File: src/rtl/udar_pkg.sv
// Shared types for the ultrasonic ranging stages: state encodings and default timing parameters.
// Pure declarations; no latency and no backpressure.
package udar_pkg;

    localparam int DIV_DEFAULT = 50;   // 1 us tick at 50 MHz
    localparam int W_DEFAULT   = 16;
    localparam int PRESC_W     = 16;   // wide enough for DIV up to 65535

    typedef enum logic [1:0] {
        IDLE      = 2'd0,
        WAIT_RISE = 2'd1,
        MEASURE   = 2'd2,
        DONE      = 2'd3
    } meas_state_t;

endpackage

File: src/rtl/sync_edge.sv
// Two-flop synchronizer for an async line, with registered rise/fall pulses; level lags input by 2 clk,
// edges by 3 clk. No backpressure: edges are single-cycle pulses.
module sync_edge (
    input  logic clk,
    input  logic rst_n,
    input  logic d,
    output logic level,
    output logic rise,
    output logic fall
);

    logic meta;
    logic prev;

    always_ff @(posedge clk or negedge rst_n) begin
        if (!rst_n) begin
            meta  <= 1'b0;
            level <= 1'b0;
            prev  <= 1'b0;
            rise  <= 1'b0;
            fall  <= 1'b0;
        end else begin
            meta  <= d;
            level <= meta;
            prev  <= level;
            rise  <= level & ~prev;
            fall  <= ~level & prev;
        end
    end

endmodule

File: src/rtl/echo_meas.sv
// Measures echo high time in prescaled ticks with a timeout; valid 2 clk after echo_s falls.
// No backpressure: valid is a one-cycle pulse, start is ignored unless idle.
module echo_meas
    import udar_pkg::*;
#(
    parameter int DIV = DIV_DEFAULT,
    parameter int W   = W_DEFAULT
) (
    input  logic         clk,
    input  logic         rst_n,
    input  logic         start,
    input  logic         echo,
    input  logic [W-1:0] max_ticks,
    output logic         busy,
    output logic         valid,
    output logic [W-1:0] result,
    output logic         timeout_flag
);

    localparam logic [PRESC_W-1:0] PRESC_MAX = PRESC_W'(DIV - 1);

    meas_state_t        state;
    logic [PRESC_W-1:0] presc;
    logic [W-1:0]       cnt;
    logic [W-1:0]       limit;
    logic               echo_s;
    logic               echo_rise;
    logic               echo_fall;
    logic               tick;

    sync_edge u_sync (
        .clk   (clk),
        .rst_n (rst_n),
        .d     (echo),
        .level (echo_s),
        .rise  (echo_rise),
        .fall  (echo_fall)
    );

    assign tick = (presc == PRESC_MAX);

    always_ff @(posedge clk or negedge rst_n) begin
        if (!rst_n) begin
            state        <= IDLE;
            busy         <= 1'b0;
            valid        <= 1'b0;
            result       <= '0;
            timeout_flag <= 1'b0;
            limit        <= '0;
            presc        <= '0;
            cnt          <= '0;
        end else begin
            valid <= 1'b0;
            case (state)
                IDLE: begin
                    if (start) begin
                        limit <= max_ticks;
                        presc <= '0;
                        cnt   <= '0;
                        busy  <= 1'b1;
                        state <= WAIT_RISE;
                    end
                end
                WAIT_RISE: begin
                    // A rise pulse whose level already dropped is a one-cycle blip, not an echo.
                    if (echo_rise && echo_s) begin
                        presc <= '0;
                        cnt   <= '0;
                        state <= MEASURE;
                    end else if (cnt == limit) begin
                        result       <= '0;
                        timeout_flag <= 1'b1;
                        valid        <= 1'b1;
                        busy         <= 1'b0;
                        state        <= DONE;
                    end else begin
                        presc <= tick ? '0 : presc + 1'b1;
                        if (tick) cnt <= cnt + 1'b1;
                    end
                end
                MEASURE: begin
                    if (echo_fall) begin
                        // Credit the tick landing on this edge so N*DIV high cycles read as N.
                        result       <= (tick && cnt != limit) ? cnt + 1'b1 : cnt;
                        timeout_flag <= 1'b0;
                        valid        <= 1'b1;
                        busy         <= 1'b0;
                        state        <= DONE;
                    end else if (cnt == limit) begin
                        result       <= limit;
                        timeout_flag <= 1'b1;
                        valid        <= 1'b1;
                        busy         <= 1'b0;
                        state        <= DONE;
                    end else begin
                        presc <= tick ? '0 : presc + 1'b1;
                        if (tick) cnt <= cnt + 1'b1;
                    end
                end
                DONE: begin
                    state <= IDLE;
                end
                default: begin
                    state <= IDLE;
                end
            endcase
        end
    end

endmodule

File: config.mk
export PLATFORM = sky130hd
export DESIGN_NAME = echo_meas
export DESIGN_NICKNAME = d
export VERILOG_FILES = /design/src/rtl/udar_pkg.sv /design/src/rtl/sync_edge.sv /design/src/rtl/echo_meas.sv
export SDC_FILE = /design/constraint.sdc
export NUM_CORES = 1
export LEC_CHECK = 0
export CORE_MARGIN = 4
export CORE_UTILIZATION = 35
export DETAILED_ROUTE_END_ITERATION = 12
export GPL_TIMING_DRIVEN = 0
export PLACE_DENSITY_LB_ADDON = 0.12
export SLEW_MARGIN = 15
export SYNTH_ARGS = -nofsm -noshare
export SYNTH_HDL_FRONTEND = slang
export SYNTH_HIERARCHICAL = 1
export SYNTH_SLANG_ARGS = --single-unit
export TNS_END_PERCENT = 50
File: constraint.sdc
create_clock -name clk -period 5.3 [get_ports clk]
set_clock_uncertainty 0.05 [all_clocks]
set_input_delay 0.53 -clock clk [delete_from_list [all_inputs] [get_ports clk]]
set_output_delay 0.53 -clock clk [all_outputs]
set_load 0.005 [all_outputs]
# After elaboration in Yosys (flattened, before gate mapping)

Cells that the tools add are included.
W data, S select, Z words.

Flip-flop bits (word level): 74
Bits of input ports: 20
Output and inout port bits: 19
Word-level logic and storage cells: 75

Add/subtract/negate cells: 2
Eq/ne operators: 11
Multiplexer cells: 35
Bitwise gates (word level): 4
Reduce and logical (&&, ||, !) cells: 10

Operator list:

| kind                    | number |
|---|---|
| $mux W16                | 14 |
| $pmux W16 S3            | 2 |
| $add A16 B1 Y16 const B | 2 |
| $pmux W16 S2            | 1 |
| $eq A16 B16 Y1          | 1 |
| $eq A16 B6 Y1 const B   | 1 |
| $ne A16 B16 Y1          | 1 |
| $mux W1                 | 10 |
| $mux W2                 | 4 |
| $ne A2 B2 Y1 const B    | 4 |
| $pmux W2 S4             | 1 |
| $reduce_and A3 Y1       | 2 |
| $eq A2 B2 Y1 const B    | 2 |
| $pmux W1 S2             | 2 |
| $reduce_and A2 Y1       | 2 |
| $reduce_and A4 Y1       | 1 |
| $ne A3 B2 Y1 const B    | 1 |
| $pmux W1 S3             | 1 |
| $reduce_bool A3 Y1      | 1 |
| $and A1 B1 Y1           | 2 |
| $eq A2 B1 Y1 const B    | 1 |
| $logic_and A1 B1 Y1     | 2 |
| $logic_not A2 Y1        | 1 |
| $not A1 Y1              | 2 |
| $reduce_bool A2 Y1      | 1 |

# Longest topological paths before layout

Depth after elaboration: 5
Gate-level depth with buffers: 10
Mapped depth without buffers: 8

# Cells and area by module

Netlist, hierarchy kept.

Modules (own cells, without submodules):

| module    | times used | cells an instance | area an instance (sq um) | seq. area each (sq um) |
|---|---|---|---|---|
| echo_meas | 1          | 418               | 4040.1                   | 1726.7 |
| sync_edge | 1          | 7                 | 140.1                    | 125.1 |

# Worst setup path after synthesis

Ideal clock, no wire load.

Kind: register to register
Start: register state[0]
End: register cnt[4]
Setup time: 69 ps
Arrival: 2008 ps
Required time: 5181 ps
Setup slack: 3173 ps
Stages on the path, launching flop included: 10
Buffers on the path: 1
Period minus slack after synthesis: 2127 ps
Cell sequence: dfrtp_1 -> inv_1 -> ha_1 -> nor2b_1 -> nor2_1 -> and2_1 -> clkbuf_1 -> nand4_1 -> or3b_1 -> nand3_1

Word-level cells in the longest chain between the ends: 3
Elaborated cells on any way between the ends: 8
Those cells by class: eq/ne (4); mux (1); reduce/logical (3)

Ends and longest elaborated chain:

| what                                                                       | line            | RTL |
|---|---|---|
| from (decl)                                                                | echo_meas.sv:22 | `meas_state_t state;` |
| from (signal assigned)                                                     | echo_meas.sv:44 | `state <= IDLE;` |
| from (signal assigned)                                                     | echo_meas.sv:61 | `state <= WAIT_RISE;` |
| from (signal assigned)                                                     | echo_meas.sv:69 | `state <= MEASURE;` |
| $eq A2 B2 Y1, or another cell as far along                                 | echo_meas.sv:54 | `case (state)` |
| $ne A2 B2 Y1 (no source line) / $reduce_bool A3 Y1 (equally long branches) | -               |  |
| $reduce_and A3 Y1 (no source line)                                         | -               |  |
| to (signal assigned)                                                       | echo_meas.sv:78 | `if (tick) cnt <= cnt + 1'b1;` |
| to (signal assigned)                                                       | echo_meas.sv:97 | `if (tick) cnt <= cnt + 1'b1;` |
| to (decl)                                                                  | echo_meas.sv:24 | `logic [W-1:0] cnt;` |

Parallel ways exist; a longest one is shown, timed or not.
A chain may end at the register's enable or synchronous reset.

# Worst setup path after layout

Start: register state[1]
End: register cnt[4]

The elaborated chain is that of the path after synthesis.

==> results <==
- The run finished with clean final reports.
- The height of the die is 117 µm.
- For this run, the number of standard cells in the final layout without fillers is 622.
- Summing all flip-flop and latch instances after layout gives 1850 µm².
- The number of instances in the synthesized netlist is 425.
- The synthesized netlist contains 54 unique library cells.
- The post-synthesis average cell area is 9.84 µm².
- Clock latency on the worst-skew pair, taken at its later pin, is 0.33 ns.
- The shortest period the worst path allows is 2.66 ns.
- The cell family contributing the most delay on the critical path is simple AND/OR/NAND/NOR gates.
- Counting cells, the worst reg-to-reg path comes to 8.
- Counting the buffers created by CTS gives 9.
- The count of standard-cell rows is 39.
- Setup violations remaining at the end of the flow were counted as 0.
- Prior to clock tree synthesis, the placed netlist has a worst setup slack of 2.49 ns.
- The overflow left after global routing is 0.
- Hold repair after CTS inserted 0 buffers.
- The leakage power summed over all cells is 2.20 nW.
- For the worst setup path, the data arrival time is 2.88 ns.
- The critical path is of the reg -> reg type.
- The proportion of register bits with asynchronous set or reset after synthesis is 100%.
- The worst hold path belongs to the class in -> async.
- The launching point of the worst reg2reg path is state[1]$_DFFE_PN0P_.
- The max-slew violation count is 0.
- The internal power of the cells is 1.27 mW.
- The via density per instance is 5.34.
- Once the clock tree was built, the setup fixing pass inserted 0 buffers.
- The worst register-to-register path ends at cnt[4]$_DFFE_PN0P_.
- The cell count after placement is 607.
- The area growth from synthesis to layout is 20.5%.
- In this run, synthesis inferred 0 flip-flops with an integrated enable.
- The category of the worst setup path launch point is a register.
- The signal on the critical path passes through inv_1, ha_1, a21oi_1, nor2b_1, clkbuf_1, nand4_1, or3b_1, nand3_1.
- The most instantiated library cell after synthesis is dfrtp_1.
- Across the run, the number of max-cap violations was 0.
- The cell at the root of the clock tree is clkbuf_16.
- The wire length reported by the detailed router is 10,700 µm.
- The critical-path cell with the highest stage delay is or3b_1.
- The dominant synthesized flop cell is dfrtp_1.
- In the finished design, the share of the clock period the worst path needs comes to 50.2%.
- The achievable clock frequency is 376 MHz.
- Once the clock tree was built, the resizer swapped 0 gates to a different size.
- In the synthesized netlist, the cells that appear most often are dfrtp_1 (74), nand2_1 (34), xor2_1 (32).
- The sequential fraction of design power is 37.9%.
- The CTS tree is done.
- The area fraction of the dominant cell type after synthesis is 44.3%.
- The total iterations of the first detailed-routing run is 4.
- The yosys synthesis warning count is 6.
- The total number of nets in the final design is 504.
- Setup total negative slack on the finished layout was measured at 0 ns.
- Sorting the synthesized cells by area gives the leading types as dfrtp_1 (44%), xor2_1 (6.7%), mux2_2 (4.3%).
- For this design the top-level I/O count stands at 39.
- Dividing the detail-routed wire length by the instance count gives 17.3 µm.
- The critical path contains buffers and inverters numbering 2 combined.
- The largest fanout on the critical path is 10.
- The switching power of the nets is 712 µW.
- The wire length of the first global-routing pass is 17,500 µm.
- For this run, the share of the core covered by cells in the final layout is 43.6%.
- The actual slew at the worst max-slew pin is 0.608 ns.
- The power per unit of standard cell area is 394 nW/µm².
- Across all layers, the routed design uses 3,322 vias.
- The number of hold-slack violations in the final timing report was 0.
- The initial standard-cell utilization of the core is 36.1%.
- The share of the Yosys chip area taken by registers is 44.3%.
- The tightest hold path in the finished design has a slack of 0.0811 ns.
- The capturing element type of the critical path is a register.
- The pin count of the biggest net entering global routing is 47.
- In the routed design, unresolved DRC markers number 0.
- The relative contribution of combinational cells to total power is 33.4%.
- Across all setup checks in the final design, the least slack found is 2.64 ns.
- The die covers 13,800 µm².
- The clock-pin slew of the registers on the worst-case setup and hold paths is 0.06 ns.
- In this run the register-to-register setup slack is 2.64 ns.
- The worst pin sits at a relative slew slack of 59.5%.
- The clock network accounts for 28.7% of the total power.
- The longest clock path from root to sink contains 2 buffers.
- Detailed placement ended at an HPWL of 7680 µm.
- Summing all multi-input logic gate instances after layout gives 2090 µm².
- Setup repair after global routing left no endpoint under its margin.
- The number of global-route vias before repair is 3,266.
- 0 antenna diodes ended up in the layout.
- The worst-case IR drop observed on VDD is 0.205 mV.
- Net switching is 35.9% of the power.
- The required time at the worst-slack endpoint is 5.52 ns.
- The cell type with the largest total area after synthesis is dfrtp_1.
- The post-synthesis instance area is 4180 µm².
- The all-layer global routing usage is 16.6%.
- In this run the horizontal extent of the chip is 117 µm.
- In this design, the stage delay of the slowest critical-path cell is 0.50 ns.
- Synthesis produced a netlist with a net count of 454.
- The H-tree generated during clock tree synthesis spans 3 levels.
- In the final layout, the share of cells above drive strength 1 is 12.9%.
- The initial antenna violation count is 0.
- The final weighted congestion of routability-driven global placement is 0.852.
- The number of inserted filler cells in the final layout is 1,124.
- In this run, synthesis produced a sequential element count of 74.
- In this run the standard cell core region covers 11,600 µm².
- The count of buffers inserted at the top-level ports is 38.
- The clock drives 74 sinks.
- The number of DRC violations after detailed-routing iteration 0 is 209.
- The number of routed nets with antenna violations is 0.
worst max-delay path by stage:
stage	from	endpoint	slack (ns)	depth (start not counted)
2_1_floorplan	state[0]$_DFFE_PN0P_	cnt[4]$_DFFE_PN0P_	3.17	9
3_3_place_gp	rst_n	u_sync/meta$_DFF_PN0_	0.84	1
3_5_place_dp	start	cnt[4]$_DFFE_PN0P_	2.49	8
4_1_cts	state[1]$_DFFE_PN0P_	cnt[4]$_DFFE_PN0P_	2.64	8
5_1_grt	state[1]$_DFFE_PN0P_	cnt[13]$_DFFE_PN0P_	2.40	8
6_report	state[1]$_DFFE_PN0P_	cnt[4]$_DFFE_PN0P_	2.64	8
final cells by class:
type                            count  area share (%)
Tap cell                          143            3.55
Clock buffer                       13            5.17
Timing Repair Buffer               39            8.05
Clock inverter                      2           0.248
Multi-Input combinational cell    303            41.4
Sequential cell                    74            36.8
Inverter                           22            1.64
Buffer                             26            3.15
flip-flops by register name, indices dropped and copies added (netlist names):
name / flops
result: 16
u_sync/rise: 1
valid: 1
presc: 16
u_sync/meta: 1
busy: 1
timeout_flag: 1
state: 2
cnt: 16
u_sync/level: 1
limit: 16
u_sync/prev: 1
u_sync/fall: 1
cells by family after synthesis:
group	synth area share, %
and+or+nand+nor	19.8
AOI/OAI and AO/OA	13.9
DFF	44.3
adders and majority gates	2.69
buffers and inverters	5.78
muxes	5.63
xor gates and xnor gates	7.96
layout by cell type, fill, tap and decap left out, types with 9 or more instances in the layout:
cell | Yosys | layout
dfrtp_1 | 74 | 74
clkdlybuf4s50_1 | 0 | 37
nand2_1 | 34 | 34
xor2_1 | 32 | 32
o21ai_0 | 27 | 27
inv_1 | 22 | 22
nand3_1 | 22 | 22
nor2_1 | 21 | 21
a21oi_1 | 16 | 16
mux2_2 | 16 | 16
and3_1 | 15 | 15
nand4_1 | 11 | 11
o31ai_1 | 11 | 11
buf_2 | 10 | 10
clkbuf_1 | 7 | 9
o221ai_1 | 9 | 9
ha_1 | 9 | 9
clkbuf_16 | 0 | 9
power by group through the flow:
stage / Combinational [mW] / Sequential [mW] / Clock (mW)
after CTS: 0.666 / 0.755 / 0.588
after floorplan: 0.457 / 0.732 / 0
final: 0.662 / 0.753 / 0.569
after global placement: 0.657 / 0.763 / 0
after detailed placement: 0.662 / 0.765 / 0
after global routing: 0.738 / 0.772 / 0.610
routing by layer:
metal	vias up	global-route usage (%)	share of wire, %
li1	1609	-	-
met1	1633	23.0	47
met2	67	26.2	47
met3	13	3.91	4.1
met4	0	4.36	1.7
met5	-	0	0
through the flow:
step / power [mW] / area (µm²)
final: 1.98 / 5040
after floorplan: 1.19 / 4180
after global placement: 1.42 / 4740
after detailed placement: 1.43 / 4760
after CTS: 2.01 / 5040
after global routing: 2.12 / 5040
Power figures use the tool's default switching activity.
